## src/rtl/lsu_bus_master_if.sv

```systemverilog
// Data-memory bus bundle: word address, byte enables, write data,
// req/gnt request handshake and rvalid response.
interface lsu_bus_master_if;
  logic        bus_req;
  logic        bus_we;
  logic [31:0] bus_addr;
  logic [3:0]  bus_be;
  logic [31:0] bus_wdata;
  logic        bus_gnt;
  logic        bus_rvalid;
  logic [31:0] bus_rdata;

  modport master (
    output bus_req, bus_we, bus_addr, bus_be, bus_wdata,
    input  bus_gnt, bus_rvalid, bus_rdata
  );

  modport slave (
    input  bus_req, bus_we, bus_addr, bus_be, bus_wdata,
    output bus_gnt, bus_rvalid, bus_rdata
  );
endinterface

```

## src/rtl/lsu_bus_master.sv

```systemverilog
// Load/store initiator: one command at a time from the core, alignment and
// funct3 checks, req/gnt + rvalid bus handshake, load extension, timeout.
module lsu_bus_master #(
  parameter int unsigned TIMEOUT_CYCLES = 255
) (
  input  logic        clk,
  input  logic        reset,
  input  logic        lsu_req,
  input  logic        lsu_we,
  input  logic [2:0]  lsu_funct3,
  input  logic [31:0] lsu_addr,
  input  logic [31:0] lsu_wdata,
  output logic        lsu_busy,
  output logic        lsu_done,
  output logic        lsu_err,
  output logic [1:0]  lsu_err_code,
  output logic [31:0] lsu_rdata,
  lsu_bus_master_if.master bus
);

  typedef enum logic [1:0] {S_IDLE, S_REQ, S_RSP, S_DONE} state_e;

  localparam logic [9:0] CNT_LAST = 10'(TIMEOUT_CYCLES - 1);

  state_e      state_q, state_d;
  logic        we_q, we_d;
  logic [2:0]  f3_q, f3_d;
  logic [31:0] addr_q, addr_d;
  logic [31:0] wdata_q, wdata_d;
  logic [31:0] rdata_q, rdata_d;
  logic [1:0]  code_q, code_d;
  logic [9:0]  cnt_q, cnt_d;

  logic        illegal_f3;
  logic        misaligned;
  logic [3:0]  be_c;
  logic [31:0] wrep_c;
  logic [7:0]  byte_sel;
  logic [15:0] half_sel;
  logic [31:0] load_c;

  // Command legality of the incoming request (illegal funct3 outranks misalignment)
  always_comb begin
    illegal_f3 = lsu_we ? (lsu_funct3 > 3'd2)
                        : (lsu_funct3 == 3'd3 || lsu_funct3 == 3'd6 || lsu_funct3 == 3'd7);
    misaligned = (lsu_funct3[1:0] == 2'd1 && lsu_addr[0]) ||
                 (lsu_funct3[1:0] == 2'd2 && lsu_addr[1:0] != 2'b00);
  end

  // Byte enables, replicated store data and extended load data from the captured command
  always_comb begin
    case (f3_q[1:0])
      2'd0:    be_c = 4'b0001 << addr_q[1:0];
      2'd1:    be_c = addr_q[1] ? 4'b1100 : 4'b0011;
      default: be_c = 4'b1111;
    endcase
    case (f3_q[1:0])
      2'd0:    wrep_c = {4{wdata_q[7:0]}};
      2'd1:    wrep_c = {2{wdata_q[15:0]}};
      default: wrep_c = wdata_q;
    endcase
    byte_sel = bus.bus_rdata[{addr_q[1:0], 3'b000} +: 8];
    half_sel = addr_q[1] ? bus.bus_rdata[31:16] : bus.bus_rdata[15:0];
    case (f3_q)
      3'b000:  load_c = {{24{byte_sel[7]}}, byte_sel};
      3'b001:  load_c = {{16{half_sel[15]}}, half_sel};
      3'b100:  load_c = {24'h0, byte_sel};
      3'b101:  load_c = {16'h0, half_sel};
      default: load_c = bus.bus_rdata;
    endcase
  end

  // Next-state logic: command capture, handshake progress, timeout abort
  always_comb begin
    state_d = state_q;
    we_d    = we_q;
    f3_d    = f3_q;
    addr_d  = addr_q;
    wdata_d = wdata_q;
    rdata_d = rdata_q;
    code_d  = code_q;
    cnt_d   = cnt_q;
    case (state_q)
      S_IDLE: begin
        code_d = '0;
        if (lsu_req) begin
          we_d    = lsu_we;
          f3_d    = lsu_funct3;
          addr_d  = lsu_addr;
          wdata_d = lsu_wdata;
          cnt_d   = '0;
          if (illegal_f3 || misaligned) begin
            code_d  = illegal_f3 ? 2'b10 : 2'b01;
            state_d = S_DONE;
            if (!lsu_we) rdata_d = '0;
          end else begin
            state_d = S_REQ;
          end
        end
      end
      S_REQ: begin
        cnt_d = cnt_q + 10'd1;
        if (cnt_q == CNT_LAST) begin
          code_d  = 2'b11;
          state_d = S_DONE;
          if (!we_q) rdata_d = '0;
        end else if (bus.bus_gnt) begin
          state_d = S_RSP;
        end
      end
      S_RSP: begin
        cnt_d = cnt_q + 10'd1;
        // A response in the last allowed cycle still completes the access
        if (bus.bus_rvalid) begin
          state_d = S_DONE;
          if (!we_q) rdata_d = load_c;
        end else if (cnt_q == CNT_LAST) begin
          code_d  = 2'b11;
          state_d = S_DONE;
          if (!we_q) rdata_d = '0;
        end
      end
      S_DONE: state_d = S_IDLE;
      default: state_d = S_IDLE;
    endcase
  end

  // State and command registers
  always_ff @(posedge clk or negedge reset) begin
    if (!reset) begin
      state_q <= S_IDLE;
      we_q    <= 1'b0;
      f3_q    <= '0;
      addr_q  <= '0;
      wdata_q <= '0;
      rdata_q <= '0;
      code_q  <= '0;
      cnt_q   <= '0;
    end else begin
      state_q <= state_d;
      we_q    <= we_d;
      f3_q    <= f3_d;
      addr_q  <= addr_d;
      wdata_q <= wdata_d;
      rdata_q <= rdata_d;
      code_q  <= code_d;
      cnt_q   <= cnt_d;
    end
  end

  // Core-side and bus-side outputs; bus fields are zero outside REQ
  always_comb begin
    lsu_busy      = (state_q != S_IDLE);
    lsu_done      = (state_q == S_DONE);
    lsu_err       = lsu_done && (code_q != 2'b00);
    lsu_err_code  = lsu_done ? code_q : '0;
    lsu_rdata     = rdata_q;
    bus.bus_req   = (state_q == S_REQ);
    bus.bus_we    = bus.bus_req && we_q;
    bus.bus_addr  = bus.bus_req ? {addr_q[31:2], 2'b00} : '0;
    bus.bus_be    = bus.bus_req ? be_c : '0;
    bus.bus_wdata = (bus.bus_req && we_q) ? wrep_c : '0;
  end

endmodule

```

## src/flat_wrapper.sv

```systemverilog
// flat-port wrapper written by rule: the top's interface ports become plain ports
module lsu_bus_master_flat 
#(
  parameter int unsigned TIMEOUT_CYCLES = 255
)
  (clk, reset, lsu_req, lsu_we, lsu_funct3, lsu_addr, lsu_wdata, lsu_busy, lsu_done, lsu_err, lsu_err_code, lsu_rdata, bus_bus_req, bus_bus_we, bus_bus_addr, bus_bus_be, bus_bus_wdata, bus_bus_gnt, bus_bus_rvalid, bus_bus_rdata);
  lsu_bus_master_if bus_i ();
  input  logic clk;
  input  logic reset;
  input  logic lsu_req;
  input  logic lsu_we;
  input  logic [2:0] lsu_funct3;
  input  logic [31:0] lsu_addr;
  input  logic [31:0] lsu_wdata;
  output logic lsu_busy;
  output logic lsu_done;
  output logic lsu_err;
  output logic [1:0] lsu_err_code;
  output logic [31:0] lsu_rdata;
  output wire logic [$bits(bus_i.bus_req)-1:0] bus_bus_req;
  output wire logic [$bits(bus_i.bus_we)-1:0] bus_bus_we;
  output wire logic [$bits(bus_i.bus_addr)-1:0] bus_bus_addr;
  output wire logic [$bits(bus_i.bus_be)-1:0] bus_bus_be;
  output wire logic [$bits(bus_i.bus_wdata)-1:0] bus_bus_wdata;
  input wire logic [$bits(bus_i.bus_gnt)-1:0] bus_bus_gnt;
  input wire logic [$bits(bus_i.bus_rvalid)-1:0] bus_bus_rvalid;
  input wire logic [$bits(bus_i.bus_rdata)-1:0] bus_bus_rdata;
  assign bus_bus_req = bus_i.bus_req;
  assign bus_bus_we = bus_i.bus_we;
  assign bus_bus_addr = bus_i.bus_addr;
  assign bus_bus_be = bus_i.bus_be;
  assign bus_bus_wdata = bus_i.bus_wdata;
  assign bus_i.bus_gnt = bus_bus_gnt;
  assign bus_i.bus_rvalid = bus_bus_rvalid;
  assign bus_i.bus_rdata = bus_bus_rdata;
  lsu_bus_master #(.TIMEOUT_CYCLES(TIMEOUT_CYCLES)) u_core (.clk(clk), .reset(reset), .lsu_req(lsu_req), .lsu_we(lsu_we), .lsu_funct3(lsu_funct3), .lsu_addr(lsu_addr), .lsu_wdata(lsu_wdata), .lsu_busy(lsu_busy), .lsu_done(lsu_done), .lsu_err(lsu_err), .lsu_err_code(lsu_err_code), .lsu_rdata(lsu_rdata), .bus(bus_i));
endmodule
```

## config.mk

```make
export PLATFORM = sky130hd
export DESIGN_NAME = lsu_bus_master_flat
export DESIGN_NICKNAME = d
export VERILOG_FILES = /design/src/rtl/lsu_bus_master_if.sv /design/src/rtl/lsu_bus_master.sv /design/src/flat_wrapper.sv
export SDC_FILE = /design/constraint.sdc
export NUM_CORES = 1
export LEC_CHECK = 0
export ABC_AREA = 1
export BUFFER_PORTS_ARGS = -buffer_cell sky130_fd_sc_hd__buf_2
export CORE_MARGIN = 3
export CORE_UTILIZATION = 35
export CTS_CLUSTER_DIAMETER = 40
export DETAILED_ROUTE_END_ITERATION = 8
export GPL_TIMING_DRIVEN = 0
export SYNTH_ARGS = -nofsm -noshare
export SYNTH_HDL_FRONTEND = slang
export SYNTH_SLANG_ARGS = --single-unit
```

## constraint.sdc

```tcl
create_clock -name clk -period 1.9 [get_ports clk]
set_input_delay 0.38 -clock clk [delete_from_list [all_inputs] [get_ports clk]]
set_output_delay 0.38 -clock clk [all_outputs]
set_load 0.005 [all_outputs]
```

Word level (Yosys, flattened, before mapping)
Cells that the tools add are included.
{"block": "totals", "ff_bits": 114, "in_bits": 105, "output_inout_bits": 107, "elab_cells": 87}
{"block": "classes", "addsub": 1, "n_lt_le_gt_ge": 1, "n_eq_ne": 20, "shifts": 2, "n_mux": 33, "n_reduce_logical": 22}
{"op": "32-bit 2-to-1 mux", "count": 9}
{"op": "32-bit one-hot mux with 4 select lines", "count": 1}
{"op": "32-bit one-hot mux with 3 select lines", "count": 1}
{"op": "32-bit one-hot mux with 2 select lines", "count": 1}
{"op": "32-bit by 6-bit variable part select with 8-bit output", "count": 1}
{"op": "2-bit 2-to-1 mux", "count": 12}
{"op": "10-bit one-hot mux with 2 select lines", "count": 1}
{"op": "16-bit 2-to-1 mux", "count": 1}
{"op": "3-bit equality test (second input constant)", "count": 4}
{"op": "10-bit by 1-bit adder with 10-bit output (second input constant)", "count": 1}
{"op": "10-bit by 8-bit equality test with 1-bit output (second input constant)", "count": 1}
{"op": "10-bit 2-to-1 mux", "count": 1}
{"op": "4-bit 2-to-1 mux", "count": 2}
{"op": "2-bit one-hot mux with 4 select lines", "count": 1}
{"op": "4-bit one-hot mux with 2 select lines", "count": 1}
{"op": "2-bit nonzero test", "count": 4}
{"op": "2-bit by 1-bit equality test with 1-bit output (second input constant)", "count": 3}
{"op": "2-bit equality test (second input constant)", "count": 3}
{"op": "2-bit != test (second input constant)", "count": 3}
{"op": "2-bit one-hot mux with 3 select lines", "count": 1}
{"op": "2-bit AND reduction", "count": 3}
{"op": "5-bit AND reduction", "count": 1}
{"op": "1-bit logical AND", "count": 4}
{"op": "2-bit zero test", "count": 2}
{"op": "14 further kinds", "count": 17}

Depth between registers and ports, before layout
{"block": "logic_depth", "word_depth": 8, "depth_mapped": 12}

Least setup slack after synthesis
No wires, ideal clock.
{"block": "synth_path", "path_kind": "register to output", "startpoint": "register u_core.state_q[1]", "endpoint": "output bus_bus_wdata[30]", "t_arrival_ns": 1.590, "slack_ns": -0.070, "path_stages_with_launch": 9, "n_path_buf": 1, "path_cell_list": "dfrtp_1 -> inv_1 -> ha_1 -> clkbuf_1 -> nand2_1 -> inv_1 -> o21ai_0 -> o21ai_0 -> o221a_2"}
{"block": "synth_between", "elab_chain_len": 3}
{"element": "start: declaration", "line": "lsu_bus_master.sv:25", "text": "state_e state_q, state_d;"}
{"element": "start signal: assignment", "line": "lsu_bus_master.sv:140", "text": "state_q <= state_d;"}
{"element": "2-bit by 1-bit equality test with 1-bit output", "line": "lsu_bus_master.sv:158", "text": "bus.bus_req = (state_q == S_REQ);"}
{"element": "named net bus_bus_req", "line": "flat_wrapper.sv:20", "text": "output wire logic [$bits(bus_i.bus_req)-1:0] bus_bus_req;"}
{"element": "1-bit logical AND"}
{"element": "named net bus_bus_we", "line": "flat_wrapper.sv:21", "text": "output wire logic [$bits(bus_i.bus_we)-1:0] bus_bus_we;"}
{"element": "32-bit 2-to-1 mux", "line": "lsu_bus_master.sv:162", "text": "bus.bus_wdata = (bus.bus_req && we_q) ? wrep_c : '0;"}
{"element": "end: declaration", "line": "flat_wrapper.sv:24", "text": "output wire logic [$bits(bus_i.bus_wdata)-1:0] bus_bus_wdata;"}
The timed path passes the listed nets, and every way through them passes these cells.

Final worst setup path
{"block": "layout_path", "startpoint": "register u_core.state_q[1]", "endpoint": "output bus_bus_wdata[13]"}
{"block": "layout_between", "elab_chain_len": 3}
{"element": "2-bit by 1-bit equality test with 1-bit output", "line": "lsu_bus_master.sv:158"}
{"element": "1-bit logical AND", "line": "lsu_bus_master.sv:162"}
{"element": "32-bit 2-to-1 mux", "line": "lsu_bus_master.sv:162"}
No other way between the ends.

==> key figures <==
STA
  – Timing-limited maximum frequency: 476 MHz
  – RSZ-0062 raised after global routing: yes
  – Fin. max-slew vios: 0
  – Final worst path period share: 111%
  – Setup_tns: -9.00 ns
  – Post-layout min period: 2.10 ns
  – Post-Route Skew: 0.0103 ns
  – Final setup margin: -0.201 ns
  – Final Hold Viols: 0
  – Final setup viols: 67

Power
  – Combinational group share of total power: 51.7%
  – Flop pwr share: 28.7%
  – Clock power share: 19.7%
  – P per Cell Area: 1660 mW/mm2
  – Sw Share: 43.5%
  – Max VDD drop: between 0.0008 and 0.0009 V
  – Pint: 8430 uW
  – Net Sw Power: 6490 uW
  – P_leak: ~0.0053 uW

Placement
  – IO Port Bufs: 209
  – Dpl hpwl: 15.0 mm
  – Post-Place Cells: approximately 1300
  – Final RePlAce weighted congestion: 0.872
  – Placed cell area: 0.00744 mm2
  – Post-Place Setup Slack: -0.601 ns

CTS
  – CTS clock-pin slew for the worst setup and hold paths: 0.06 ns
  – Clk Latency, worst-skew pair: 0.42 ns
  – Clk Tree Root Cell: clkbuf_16
  – H-tree depth: 4
  – CTS sink cnt: between 100 and 150
  – CTS tree: yes
  – Num CTS Buffers: 17
  – Clk buf depth: 2

GRT
  – Number of global-route vias before repair: 6193
  – Global-route wire length before repair: 31.3 mm
  – Total Routing Usage GR: between 20% and 30%
  – Total gr overflow: 0
  – Initial antenna violation count: 4
  – Largest net degree at the start of global routing: 84

Setup path
  – Crit path capture type: output pin
  – Startpoint Class: flip-flop
  – WS Path Type: reg -> out
  – Reg2Reg Depth: 12
  – R2r startpoint: u_core.state_q[0]$_DFFE_PN0P_
  – Worst path max stage delay: 0.39 ns
  – Crit Reg-Reg Endpoint: u_core.lsu_rdata[15]$_DFFE_PN0P_
  – Critical Path, Cell by Cell: inv_2, ha_4, nand2_8, inv_8, buf_6, o21ai_4, nor2_1, buf_2
  – Max FO, Critical Path: 6
  – Slowest CP cell: dfrtp_1
  – CP Data Required Time: around 1.5 ns
  – CP delay by family, top: buffers and inverters
  – CP Data Arrival Time: ~1.7 ns
  – Worst path bufs/invs: 4
  – Worst reg2reg setup slack: approximately 0.06 ns

Die
  – Die width: 138 um
  – Vert. Die Dim: 138 um
  – Row count: 47
  – Die area: between 0.015 and 0.02 mm2
  – Initial Util: 36.1%
  – I/O pins: ~210
  – Total core area: approximately 0.017 mm2

Yosys
  – Average size of a mapped cell: 7.20 um2
  – Top post-synthesis cells by count: nand2_1 (345), dfrtp_1 (114), inv_1 (84)
  – Ys flop type: dfrtp_1
  – Post-synthesis async set-or-reset flop share: 100%
  – Number of synthesized flops with an enable pin: 0
  – Mapped cell area: 0.00608 mm2
  – Synth warnings: 0
  – Yosys top cell by area: dfrtp_1
  – Synth cell types: 37
  – Area fraction of the dominant cell type after synthesis: a little under half
  – Post-synthesis sequential area ratio: between 40% and 50%
  – Seq cells post-synth: about 110
  – Synth top area cells: dfrtp_1 (47%), nand2_1 (21%), inv_1 (5.2%)
  – Synthesized instance count: 844
  – Top-count cell post-synth: nand2_1

Detailed routing
  – Routed vias/inst: roughly 4.7
  – Drt drc: 0
  – Routed wire length: about 20 mm
  – Iter 0 DRT Violations: 353
  – WL per Instance: 15.2 um
  – Number of antenna-violating nets in the routed design: 0
  – Drt pass-1 iters: 7
  – Via count of the routed design: 6334

Worst hold path
  – Hold Crit Class: in -> reg
  – Hold depth: 3
  – Hold Path Origin: lsu_wdata[10]
  – Hold Path End: u_core.wdata_q[10]$_DFFE_PN0P_

Layout
  – Area growth, synth to finish: 47.9%
  – Layout Cell Area excl Fill: between 0.008 and 0.009 mm2
  – Share of post-route cells with drive strength above 1: 39.6%
  – Fin nets: about 1200
  – Final Non-Filler Cells: 1341

Outcome
  – Failing checks: negative setup slack
  – Status: complete, but fails checks

Run
  – Max Cap Viol: 0
## metal layers
metal / GRT usage, % / up-vias / part of all wire (%)
li1: - / 3158 / -
met1: 26.5 / 2883 / 42
met2: 34.8 / 237 / 47
met3: 7.20 / 48 / 8.7
met4: 7.74 / 8 / 2.3
met5: 0 / - / 0.25
## kinds of logic (layout without fill, tap and decap cells)
family / after synthesis / in the layout / synth area share (%)
DFF: 114 / 114 / 46.9
xor gates and xnor gates: 1 / 1 / 0.144
other: 1 / 3 / 0.0617
and+or+nand+nor: 491 / 491 / 33.1
AOI/OAI and AO/OA: 103 / 103 / 9.78
buffers and inverters: 128 / 403 / 8.81
adders and majority gates: 6 / 6 / 1.23
## how the worst max path moves through the flow
| stage | startpoint | to | cells after the start |
|---|---|---|---|
| after detailed placement | u_core.state_q[1]$_DFFE_PN0P_ | bus_bus_wdata[28] | 9 |
| after floorplan | u_core.state_q[1]$_DFFE_PN0P_ | bus_bus_wdata[30] | 8 |
| after global placement | reset | u_core.state_q[0]$_DFFE_PN0P_ | 1 |
| after CTS | u_core.state_q[1]$_DFFE_PN0P_ | bus_bus_wdata[30] | 9 |
| after global routing | u_core.state_q[1]$_DFFE_PN0P_ | bus_bus_wdata[12] | 9 |
| final | u_core.state_q[1]$_DFFE_PN0P_ | bus_bus_wdata[13] | 8 |
## state kept, by name, summed over array words and instances (netlist names)
register	flops
u_core.lsu_rdata	32
u_core.cnt_q	10
u_core.addr_q	32
u_core.state_q	2
u_core.we_q	1
u_core.f3_q	3
u_core.wdata_q	32
u_core.code_q	2
## stage by stage
| stage | total power, uW | hold WS [ns] | utilization (%) |
|---|---|---|---|
| finish | 14900 | 0.148 | 53.5 |
| global route | 16100 | 0.149 | 53.5 |
| CTS | 13800 | 0.134 | 50.3 |
| detailed placement | 9820 | 0.286 | 44.2 |
| global placement | 9770 | 0.462 | 44.0 |
| floorplan | 7730 | 0.0844 | - |
## power by group through the flow
| stage | Combinational, uW | Clock [uW] | Sequential (uW) |
|---|---|---|---|
| global route | 8550 | 3100 | 4410 |
| finish | 7700 | 2930 | 4270 |
| CTS | 6710 | 3000 | 4110 |
| floorplan | 3750 | 0 | 3970 |
| detailed placement | 5720 | 0 | 4100 |
| global placement | 5660 | 0 | 4110 |
## worst min-delay path, delay by kind of cell
family        cells  cell delay (ns)
buf+inv           1             0.07
simple gates      2             0.08
## repair_timing
action | CTS | global route
setup buffers | 16 | 15
gates resized for setup | 95 | 144
pin swaps | 10 | 17
hold buffers | 1 | 0
cloned | 2 | 1
setup endpoints to repair | 125 | 144
hold endpoints to repair | 31 | 0
## area by class of cell
cell class / instances / area (um2)
plain buffers: 37 / 319
repair buffers: 244 / 1490
fillers: 1641 / 7830
inverters: 90 / 358
flip-flops and latches: 114 / 2850
clock inverters: 14 / 108
clock buffers: 18 / 439
well taps: 220 / 275
multi-input cells: 603 / 3150
diodes: 1 / 2.50
## cells in the final DEF (no fill, tap or decap), types with 9 or more instances in the layout
| cell type | instances |
|---|---|
| nand2_1 | 308 |
| buf_2 | 197 |
| dfrtp_1 | 113 |
| nor2_1 | 71 |
| inv_1 | 51 |
| o21ai_0 | 39 |
| inv_2 | 35 |
| nand3_1 | 30 |
| buf_4 | 30 |
| nand2_4 | 24 |
| buf_6 | 23 |
| clkbuf_16 | 19 |
| a21oi_1 | 18 |
| nand2_2 | 16 |
| or2_2 | 11 |
| clkbuf_1 | 10 |
| nor2_2 | 9 |
Note: power is estimated with default switching activity, not from simulation.
